===== config.mk =====
export PLATFORM = sky130hd
export DESIGN_NAME = game_sequencer
export DESIGN_NICKNAME = d
export VERILOG_FILES = /design/src/rtl/game_sequencer_pkg.sv /design/src/rtl/game_sequencer_bcd_counter4.sv /design/src/rtl/game_sequencer.sv
export SDC_FILE = /design/constraint.sdc
export NUM_CORES = 1
export LEC_CHECK = 0
export ABC_AREA = 1
export BUFFER_PORTS_ARGS = -buffer_cell sky130_fd_sc_hd__buf_2
export CORE_ASPECT_RATIO = 0.75
export CORE_UTILIZATION = 56
export CTS_CLUSTER_SIZE = 16
export DETAILED_ROUTE_END_ITERATION = 16
export PLACE_DENSITY_LB_ADDON = 0.3
export SLEW_MARGIN = 40
export SYNTH_ARGS = -nofsm -noshare
export SYNTH_HDL_FRONTEND = slang
export SYNTH_SLANG_ARGS = --single-unit

===== constraint.sdc =====
create_clock -name clock -period 2.04 [get_ports clock]
set_clock_uncertainty 0.15 [all_clocks]
set_input_delay 0 -clock clock [delete_from_list [all_inputs] [get_ports clock]]
set_output_delay 0 -clock clock [all_outputs]
set_load 0.01 [all_outputs]

===== src/rtl/game_sequencer_pkg.sv =====
// Shared state encoding, BCD constants and the BCD increment helper for the game sequencer.
package game_sequencer_pkg;

  typedef enum logic [1:0] {
    ST_IDLE      = 2'd0,
    ST_COUNTDOWN = 2'd1,
    ST_PLAY      = 2'd2,
    ST_DONE      = 2'd3
  } state_t;

  localparam logic [15:0] BCD_MAX  = 16'h9999;
  localparam logic [15:0] BCD_ZERO = 16'h0000;

  // Adds one to a 4-digit BCD value, rippling the carry through digits that wrap 9->0.
  function automatic logic [15:0] bcd_inc(input logic [15:0] v);
    logic [15:0] r;
    logic        carry;
    r     = v;
    carry = 1'b1;
    for (int i = 0; i < 4; i++) begin
      if (carry) begin
        if (r[i*4 +: 4] == 4'd9) begin
          r[i*4 +: 4] = 4'd0;
        end else begin
          r[i*4 +: 4] = r[i*4 +: 4] + 4'd1;
          carry       = 1'b0;
        end
      end
    end
    return r;
  endfunction

endpackage


===== src/rtl/game_sequencer_bcd_counter4.sv =====
// Four-digit BCD up-counter with synchronous clear, increment and saturation at 9999.
module bcd_counter4
  import game_sequencer_pkg::*;
(
  input  logic        clock,
  input  logic        reset,
  input  logic        clear,
  input  logic        inc,
  output logic [15:0] value
);

  // Clear wins over increment; a saturated count ignores further increments.
  always_ff @(posedge clock or negedge reset) begin
    if (!reset) begin
      value <= BCD_ZERO;
    end else if (clear) begin
      value <= BCD_ZERO;
    end else if (inc && (value != BCD_MAX)) begin
      value <= bcd_inc(value);
    end
  end

endmodule


===== src/rtl/game_sequencer.sv =====
// Round sequencer: countdown, timed play phase with BCD hit score, and done hold for the display.
module game_sequencer
  import game_sequencer_pkg::*;
#(
  parameter int unsigned TICK_DIV     = 100_000_000,
  parameter int unsigned COUNT_FROM   = 3,
  parameter int unsigned GAME_SECONDS = 30
) (
  input  logic        clock,
  input  logic        reset,
  input  logic        go,
  input  logic        hit,
  output logic        start,
  output logic [15:0] count,
  output logic [15:0] score,
  output logic [7:0]  time_left,
  output logic        game_over
);

  localparam int unsigned DIV_W = $clog2(TICK_DIV);

  state_t             state;
  logic [DIV_W-1:0]   div_q;
  logic [3:0]         count_q;
  logic               tick;
  logic               score_clear;
  logic               score_inc;

  assign tick        = (div_q == DIV_W'(TICK_DIV - 1));
  assign count       = {12'h000, count_q};
  assign score_clear = (state == ST_COUNTDOWN) && tick && (count_q == 4'd1);
  assign score_inc   = (state == ST_PLAY) && hit;

  // Divider idles at zero outside COUNTDOWN/PLAY so every phase starts with a full second.
  always_ff @(posedge clock or negedge reset) begin
    if (!reset) begin
      state     <= ST_IDLE;
      div_q     <= '0;
      count_q   <= 4'(COUNT_FROM);
      time_left <= 8'(GAME_SECONDS);
      start     <= 1'b0;
      game_over <= 1'b0;
    end else begin
      div_q <= tick ? '0 : div_q + DIV_W'(1);
      case (state)
        ST_IDLE: begin
          div_q <= '0;
          if (go) begin
            state   <= ST_COUNTDOWN;
            count_q <= 4'(COUNT_FROM);
          end
        end
        ST_COUNTDOWN: begin
          if (tick) begin
            if (count_q == 4'd1) begin
              state     <= ST_PLAY;
              div_q     <= '0;
              count_q   <= 4'd0;
              time_left <= 8'(GAME_SECONDS);
              start     <= 1'b1;
            end else begin
              count_q <= count_q - 4'd1;
            end
          end
        end
        ST_PLAY: begin
          if (tick) begin
            if (time_left == 8'd1) begin
              state     <= ST_DONE;
              time_left <= 8'd0;
              game_over <= 1'b1;
            end else begin
              time_left <= time_left - 8'd1;
            end
          end
        end
        ST_DONE: begin
          div_q <= '0;
          if (go) begin
            state     <= ST_COUNTDOWN;
            count_q   <= 4'(COUNT_FROM);
            start     <= 1'b0;
            game_over <= 1'b0;
          end
        end
        default: state <= ST_IDLE;
      endcase
    end
  end

  bcd_counter4 u_score (
    .clock (clock),
    .reset (reset),
    .clear (score_clear),
    .inc   (score_inc),
    .value (score)
  );

endmodule

Word level (Yosys, flattened, before mapping)
Cells that the tools add are included.
W data, S select, Z words.
Storage, ports and cells
  input bits: 4
  logic and storage cells: 102
  output and inout bits: 42
  register bits after elaboration: 59
Cells by class
  reduce and logical (&&, ||, !) cells: 22
  multiplexer cells: 46
  equality and inequality tests: 17
  add/sub/neg operators: 7
Operators with widths (count)
  $mux W27: 3
  $pmux W27 S2: 1
  $mux W4: 10
  $mux W16: 2
  $mux W8: 4
  $add A27 B1 Y27 const B: 1
  $eq A27 B27 Y1 const B: 1
  $add A4 B1 Y4 const B: 4
  $eq A4 B4 Y1 const B: 4
  $mux W1: 16
  $ne A16 B16 Y1 const B: 1
  $pmux W8 S2: 1
  $reduce_bool A2 Y1: 8
  $reduce_and A4 Y1: 3
  $mux W2: 5
  $eq A8 B1 Y1 const B: 1
  $pmux W4 S2: 1
  $sub A8 B1 Y8 const B: 1
  $ne A2 B1 Y1 const B: 3
  $ne A2 B2 Y1 const B: 3
  $pmux W2 S3: 1
  $reduce_and A2 Y1: 3
  $reduce_and A5 Y1: 1
  $eq A2 B2 Y1 const B: 2
  8 further kinds: 12

Logic depth before layout (Yosys ltp)
Gate-level depths: netlist of the first run.
  depth after elaboration: 14
  gate-level depth with buffers: 11
  depth with buffers taken out: 11

Modules after synthesis
Synthesis of the first run repeated with hierarchy kept, for this count alone.
Second synthesis, totals
  cells, all modules: 529
  area total of the unflattened synthesis: 3880.0 sq um
Modules (own cells, without submodules)
  game_sequencer: cells each 402, instances 1, seq. area each 1083.5 sq um, area each 2859.0 sq um
  bcd_counter4: cells each 127, instances 1, seq. area each 400.4 sq um, area each 1021.0 sq um

Worst setup path after synthesis of the first run
No wires, ideal clock.
  path kind: reg2reg
  start point: register count_q[0]
  end point: register time_left[5]
  stages on the path, launching flop included: 9
  setup time: 0.114 ns
  slack: 0.212 ns
  period minus slack after synthesis: 1.828 ns
  data arrival time: 1.564 ns
  buffers on the path: 0
  data required time: 1.776 ns
  path through: dfstp_2 -> ha_1 -> nand3_2 -> a21oi_2 -> inv_2 -> nor2_4 -> nand2_1 -> nand2_1 -> nor2_1
On the way
  longest elaborated chain between the ends: 3
RTL lines
  from (decl): RTL line game_sequencer.sv:24  | logic [3:0] count_q;
  from (signal assigned): RTL line game_sequencer.sv:39  | count_q <= 4'(COUNT_FROM);
  from (signal assigned): RTL line game_sequencer.sv:50  | count_q <= 4'(COUNT_FROM);
  from (signal assigned): RTL line game_sequencer.sv:62  | count_q <= count_q - 4'd1;
  $eq A4 B1 Y1: RTL line game_sequencer.sv:55  | if (count_q == 4'd1) begin
  $ne A2 B1 Y1 (no line)
  $reduce_and A4 Y1 (no line)
  to (signal assigned): RTL line game_sequencer.sv:40  | time_left <= 8'(GAME_SECONDS);
  to (signal assigned): RTL line game_sequencer.sv:59  | time_left <= 8'(GAME_SECONDS);
  to (signal assigned): RTL line game_sequencer.sv:73  | time_left <= time_left - 8'd1;
  to (decl): RTL line game_sequencer.sv:16  | output logic [7:0] time_left,
No other way between the ends.
A chain may end at the register's enable or synchronous reset.

Worst setup path after layout of the first run
  start point: register count_q[0]
  end point: register u_score.value[12]
On the way
  longest elaborated chain between the ends: 4
  elaborated cells on any way between the ends: 6
  those cells by class: eq/ne (1); mux (1); reduce/logical (4)
RTL lines
  $eq A4 B1 Y1 (*): RTL line game_sequencer.sv:31  | assign score_clear = (state == ST_COUNTDOWN) && tick && (count_q == 4'd1);
  $logic_and A1 B1 Y1 (*): RTL line game_sequencer.sv:31
  $reduce_bool A2 Y1 (no line)
  $reduce_and A2 Y1 (no line)
  to (signal assigned): RTL line game_sequencer_bcd_counter4.sv:19  | value <= bcd_inc(value);
  to (decl): RTL line game_sequencer_bcd_counter4.sv:9  | output logic [15:0] value
Mark *: on every way between the ends. The rest lies on a longest branch, timed or not.

==> results of run 1 <==
==> layer usage <==
metal | vias up | wire, um | global-route usage
met5 | - | 0 | 0
met4 | 0 | 90 | 0.0779
met3 | 12 | 664 | 0.0836
met2 | 129 | 3880 | 0.375
met1 | 1690 | 4380 | 0.349
li1 | 1796 | - | -
==> synthesized netlist by cell type (6+ instances only) <==
master,n
sky130_fd_sc_hd__ha_1,17
sky130_fd_sc_hd__nor2_1,89
sky130_fd_sc_hd__xnor2_1,7
sky130_fd_sc_hd__nand4_1,14
sky130_fd_sc_hd__nand2_1,136
sky130_fd_sc_hd__nor3_1,16
sky130_fd_sc_hd__o21ai_1,15
sky130_fd_sc_hd__inv_1,70
sky130_fd_sc_hd__dfstp_2,6
sky130_fd_sc_hd__inv_2,6
sky130_fd_sc_hd__nand3_1,41
sky130_fd_sc_hd__dfrtp_1,53
sky130_fd_sc_hd__buf_4,12
sky130_fd_sc_hd__a21oi_1,8
sky130_fd_sc_hd__xor2_1,13
==> power breakdown <==
part	switching, mW	internal, mW	leakage (nW)	total [mW]
registers	0.147	1.33	0.784	1.47
clock network	0.473	0.502	0.0932	0.974
logic	0.908	0.510	1.44	1.42
==> layout make-up <==
cell class              count  area [um^2]  share of cell area
clock buffers              13          159              0.0357
clock inverters             3         15.0             0.00337
inverters                  76          285              0.0640
multi-input cells         404         2100               0.471
flip-flops and latches     59         1480               0.333
well taps                  84          105              0.0236
repair buffers             50          310              0.0697
==> worst min-delay path by stage <==
stage	start	endpoint	slack (ps)	depth (start not counted)
final	hit	u_score.value[4]$_DFFE_PN0P_	30	6
after global routing	hit	u_score.value[4]$_DFFE_PN0P_	50	6
after CTS	hit	u_score.value[4]$_DFFE_PN0P_	30	6
after detailed placement	reset	div_q[10]$_DFF_PN0_	-120	2
after global placement	reset	div_q[11]$_DFF_PN0_	-120	2
after floorplan	reset	count_q[2]$_DFFE_PN0P_	-450	0
==> placed cells by master (no fill, tap or decap), types with 2 or more instances in the layout <==
master,instances
sky130_fd_sc_hd__nand2_1,136
sky130_fd_sc_hd__nor2_1,88
sky130_fd_sc_hd__inv_1,70
sky130_fd_sc_hd__dfrtp_1,53
sky130_fd_sc_hd__nand3_1,41
sky130_fd_sc_hd__buf_2,33
sky130_fd_sc_hd__nor3_1,16
sky130_fd_sc_hd__ha_1,16
sky130_fd_sc_hd__o21ai_1,15
sky130_fd_sc_hd__nand4_1,14
sky130_fd_sc_hd__buf_4,14
sky130_fd_sc_hd__xor2_1,13
sky130_fd_sc_hd__conb_1,12
sky130_fd_sc_hd__clkbuf_8,11
sky130_fd_sc_hd__a21oi_1,8
sky130_fd_sc_hd__xnor2_1,7
sky130_fd_sc_hd__inv_2,6
sky130_fd_sc_hd__dfstp_2,6
sky130_fd_sc_hd__nor2_2,5
sky130_fd_sc_hd__nand2_2,4
sky130_fd_sc_hd__nand3b_1,4
sky130_fd_sc_hd__o211ai_1,4
sky130_fd_sc_hd__nor2_4,3
sky130_fd_sc_hd__clkinv_2,3
sky130_fd_sc_hd__nand3_4,2
sky130_fd_sc_hd__nand2_4,2
sky130_fd_sc_hd__o21ai_0,2
sky130_fd_sc_hd__clkbuf_1,2
sky130_fd_sc_hd__dlygate4sd3_1,2
==> sequential cells by signal (all words and copies together), names as in the netlist <==
signal / cells
count_q: 4
div_q: 27
game_over: 1
start: 1
state: 2
time_left: 8
u_score.value: 16
==> kinds of logic (layout without fill, tap and decap cells) <==
family          after synthesis  in the layout
compound gates               34             34
xor+xnor                     20             20
fa+ha+maj                    17             17
buf+inv                      92            142
flops                        59             59
other cells                   1             12
simple gates                321            321
==> repair_timing <==
item	CTS	global route
endpoints found under the hold margin	61	0
setup endpoints to repair	0	13
gates resized for setup	0	2
buffers inserted	0	2
hold buffers	2	0
==> through the flow <==
step / setup WS [ps] / utilization / TNS [ps] / cell area, um^2 / std cells
floorplan: 212 / - / 0 / 3980 / 555
global placement: 150 / 0.624 / 0 / 4240 / 669
detailed placement: 25.9 / 0.624 / 0 / 4240 / 669
CTS: 24.0 / 0.652 / 0 / 4430 / 687
global route: -5.21 / 0.655 / -5.21 / 4450 / 689
finish: 113 / 0.655 / 0 / 4450 / 689
==> worst register-to-register path, stage by stage, from the launching register on <==
cell,delay [ps]
sky130_fd_sc_hd__dfstp_2,560
sky130_fd_sc_hd__ha_1,170
sky130_fd_sc_hd__nand3_2,150
sky130_fd_sc_hd__nor2_2,180
sky130_fd_sc_hd__nand3_4,210
sky130_fd_sc_hd__nand2_1,170
sky130_fd_sc_hd__inv_1,100
sky130_fd_sc_hd__nand2_1,80
sky130_fd_sc_hd__nand2_1,50
==> results.json, run 1 <==
{
  "pwr_density_cell_nw_per_um2": 868,
  "xor_and_xnor_area_share_after_synthesis": 0.0445,
  "total_power_consumption_of_the_routed_design_mw": 3.87,
  "die_height_um": 74.6,
  "grt_antenna_before_repair": 0,
  "ant_nets": 0,
  "syn-instance-count": 544,
  "detailroute.via_count": 3627,
  "worstSetupPathType": "reg -> reg",
  "drt_iter0_markers": 264,
  "grt.total_usage": 0.252,
  "worst-path-stages": 8,
  "synth_compound_area_frac": 0.0515,
  "rr_startpoint": "count_q[0]$_DFFE_PN1P_",
  "yosys_most_used_dff": "sky130_fd_sc_hd__dfrtp_1",
  "critical_path.n_buffers_inverters": 1,
  "fp-row-count": 26,
  "grt_remaining_overflow": 0,
  "leakagePower_nw": 2.31,
  "floorplan.die.width_um": 98.8,
  "fin_crit_ps": 1930,
  "drv_cap": 0,
  "critPathMaxFanout": 17,
  "slew_viol_final": 0,
  "detail_route.first_pass.iterations": 4,
  "worstHoldPathType": "in -> reg",
  "path_cells": "ha_1, nand3_2, nor2_2, nand3_4, nand2_1, inv_1, nand2_1, nand2_1",
  "adder_and_majority_gate_portion_of_the_synthesized_area": 0.0541,
  "status": "completed",
  "area_growth_syn_to_layout_pct": 13.2,
  "yosysUniqueCellTypes": 37,
  "place.port_buffers": 33,
  "synth_mux_area_frac": 0,
  "detail_route.wirelength_um": 9020,
  "synth_top_cell_area_share": 0.337,
  "numClockSinks": 59,
  "grt_pass1_wl_um": 14200,
  "synth_top_area_cell": "sky130_fd_sc_hd__dfrtp_1",
  "area_fraction_in_and_or_nand_and_nor_cells_after_synthesis": 0.370,
  "critPathMostFrequentCell": "sky130_fd_sc_hd__nand2_1",
  "setup_violations": 0,
  "fill_cells": 579,
  "synth.area.top_cells": "sky130_fd_sc_hd__dfrtp_1 (34%), sky130_fd_sc_hd__nand2_1 (13%), sky130_fd_sc_hd__nor2_1 (8.5%)",
  "critical_path_required_ps": 2120,
  "maximum_operating_frequency_mhz": 519,
  "initial_utilization": 0.579,
  "timing.reg2reg.worst_path_depth": 8,
  "detail_route.vias_per_cell": 5.26,
  "area_of_the_die_um2": 7370,
  "final_layout_size_suffix_gt1_frac": 0.164,
  "syn_area_per_cell_um2": 7.23,
  "grt_pass1_vias": 3080,
  "crit_path_start": "count_q[0]$_DFFE_PN1P_",
  "cts_inserted_buffers": 9,
  "timing.critical_path.slowest_cell_delay_ps": 560,
  "vdd.ir_drop.worst_mv": 0.624,
  "rrSetupSlack_ps": 110,
  "arrival_ps": 2010,
  "critical_path.top_delay_family": "simple AND/OR/NAND/NOR gates",
  "largest_family_of_logic_cells_by_synthesized_area": "simple AND/OR/NAND/NOR gates",
  "nNetsFinal": 621,
  "crit_path_end": "u_score.value[12]$_DFFE_PN0P_",
  "worst_setup_path_end_kind": "register",
  "grt_max_degree": 60,
  "dp.final_hpwl_um": 6730,
  "synth_enable_flop_cells": 0,
  "core_area_um2": 6800,
  "yosysSeqAreaShare": 0.377,
  "antenna_cells_inserted": 0,
  "hold_slack_ps": 34.7,
  "cts-root-to-sink-buffers": 2,
  "cell_with_the_biggest_individual_delay_on_the_critical_path": "sky130_fd_sc_hd__dfstp_2",
  "grt_setup_unrepaired": "yes",
  "startpoint_type": "register",
  "remaining_routing_drc_violations": 0,
  "gp_congestion": 0.950,
  "clk_transition_reported_paths_ps": 80,
  "ys.warnings.count": 0,
  "finalHoldViolations": 0,
  "htree_levels": 3,
  "flip_flop_and_latch_count_after_synthesis": 59,
  "period_share": 0.945,
  "rr_endpoint": "u_score.value[12]$_DFFE_PN0P_",
  "post_synth_design_cell_area_um2": 3940,
  "clock_tree.root_cell": "sky130_fd_sc_hd__clkbuf_8",
  "async_set_or_reset_flop_fraction_in_the_synthesized_netlist": 1.00,
  "clock_latency_on_the_worst_skew_pair_ps": 350,
  "routed_wire_length_per_instance_um": 13.1,
  "cts_tree": "yes",
  "io_pins": 46
}
Power figures use the tool's default switching activity.
==> run 2: changes to the inputs <==
- REMOVE_ABC_BUFFERS: not set -> 1
==> results.json, run 2 (synthesis gave the netlist of run 1 again) <==
{
  "status": "completed",
  "critPathMaxFanout": 7,
  "finalHoldViolations": 0,
  "biggestRegsByFlops": "div_q (27), u_score.value (16), time_left (8)",
  "design_area_um2": 4540,
  "fin_crit_ps": 1950,
  "numClockSinks": 59,
  "leakagePower_nw": 2.33,
  "remaining_routing_drc_violations": 0,
  "drv_cap": 0,
  "detail_route.first_pass.iterations": 6,
  "cts_tree": "yes",
  "critical_path.n_buffers_inverters": 0,
  "worst-path-stages": 7,
  "cell_with_the_biggest_individual_delay_on_the_critical_path": "sky130_fd_sc_hd__dfstp_2",
  "grt_antenna_before_repair": 0,
  "worst_setup_path_end_kind": "register",
  "detail_route.wirelength_um": 9420,
  "place.port_buffers": 33,
  "final_layout_size_suffix_gt1_frac": 0.172,
  "startpoint_type": "register",
  "drt_iter0_markers": 304,
  "grt_pass1_vias": 3214,
  "dp_cells": 665,
  "final_sum_of_negative_setup_slack_ps": 0,
  "initial_utilization": 0.579,
  "vdd.ir_drop.worst_mv": 0.720,
  "area_growth_syn_to_layout_pct": 15.3,
  "grt.total_usage": 0.265,
  "arrival_ps": 2090,
  "gp_congestion": 0.940,
  "fill_cells": 561,
  "multi_input_comb_area_um2": 2130,
  "core_area_um2": 6800,
  "cts_inserted_buffers": 9,
  "mostFrequentLayoutCell": "sky130_fd_sc_hd__nand2_1",
  "slew_viol_final": 0,
  "largest_reg_flops": 27,
  "detailroute.via_count": 3687,
  "detail_route.vias_per_cell": 5.34,
  "setup_violations": 0,
  "critical_path_required_ps": 2180,
  "dpl-instance-area_um2": 4210,
  "area_of_the_die_um2": 7370,
  "worstSetupPathType": "reg -> reg",
  "maximum_operating_frequency_mhz": 512,
  "grt_pass1_wl_um": 15000,
  "nNetsFinal": 622,
  "routed_wire_length_per_instance_um": 13.6,
  "most-common-layout-cells": "sky130_fd_sc_hd__nand2_1 (136), sky130_fd_sc_hd__nor2_1 (86), sky130_fd_sc_hd__inv_1 (70)",
  "period_share": 0.958,
  "io_pins": 46,
  "dp.final_hpwl_um": 6840,
  "clock_tree.root_cell": "sky130_fd_sc_hd__clkbuf_8",
  "sequential_cell_area_um2": 1480,
  "worstHoldPathType": "in -> reg",
  "pwr_density_cell_nw_per_um2": 914,
  "grt_remaining_overflow": 0,
  "critical_path.top_delay_family": "simple AND/OR/NAND/NOR gates",
  "cts-root-to-sink-buffers": 2,
  "clock_latency_on_the_worst_skew_pair_ps": 350,
  "ant_nets": 0,
  "antenna_cells_inserted": 0,
  "clk_transition_reported_paths_ps": 70,
  "hold_depth": 6,
  "grt_max_degree": 60,
  "timing.critical_path.slowest_cell_delay_ps": 560,
  "floorplan.die.width_um": 98.8,
  "die_height_um": 74.6,
  "final_cells": 690,
  "htree_levels": 3,
  "fp-row-count": 26,
  "path_cells": "ha_1, nand3_2, nor2_4, nand3_4, o21ai_1, nand3_1, nand2_1",
  "timing.reg2reg.worst_path_depth": 7,
  "reg_with_most_ffs": "div_q"
}
-- run 2: final cells by class --
class	instances	share of cell area
multi-input combinational	405	0.468
clock inverter	4	0.0160
sequential	59	0.327
inverter	76	0.0629
timing repair buffer	50	0.0684
tap	84	0.0232
clock buffer	12	0.0342
-- run 2: worst min-delay path: stages --
cell,delay (ps)
sky130_fd_sc_hd__buf_2,100
sky130_fd_sc_hd__nand2_1,50
sky130_fd_sc_hd__inv_1,80
sky130_fd_sc_hd__o21ai_4,120
sky130_fd_sc_hd__o211ai_1,90
sky130_fd_sc_hd__nand2_1,50
-- run 2: where the power goes --
group	total, mW	switching [mW]	internal, mW
logic	1.42	0.925	0.496
clock network	1.25	0.498	0.753
registers	1.48	0.152	1.33
-- run 2: path summary, 6_finish.rpt --
kind	start	to	slack (ps)
worst max register to register	count_q[0]$_DFFE_PN1P_	u_score.value[4]$_DFFE_PN0P_	90
worst min register to register	div_q[0]$_DFF_PN0_	div_q[0]$_DFF_PN0_	320
min in group asynchronous	reset	time_left[0]$_DFFE_PN0P_	40
max in group asynchronous	reset	count_q[1]$_DFFE_PN1P_	1400
worst min-delay path	hit	u_score.value[7]$_DFFE_PN0P_	30
worst max-delay path	count_q[0]$_DFFE_PN1P_	u_score.value[4]$_DFFE_PN0P_	90
-- run 2: stage by stage --
stage          setup slack, ps   util  power (mW)  hold slack (ps)
3_5_place_dp              41.9  0.619        2.86             -117
3_3_place_gp               163  0.619        2.78             -116
2_1_floorplan              118      -        2.39             -446
5_1_grt                  -51.2  0.667        4.41             47.0
4_1_cts                   13.6  0.656        4.12             43.3
6_report                  86.6  0.667        4.15             29.3
-- run 2: timing repair --
action	4_1_cts	5_1_grt
buffers inserted	0	6
gates resized for setup	0	7
setup endpoints to repair	0	14
hold endpoints to repair	61	0
hold buffers	2	0
-- run 2: per-layer routing --
layer  GRT usage  up-vias  wire, um
met4      0.0813        0       112
li1            -     1803         -
met1       0.369     1705      4360
met3      0.0780       10       844
met5      0.0256        -         0
met2       0.399      169      4100
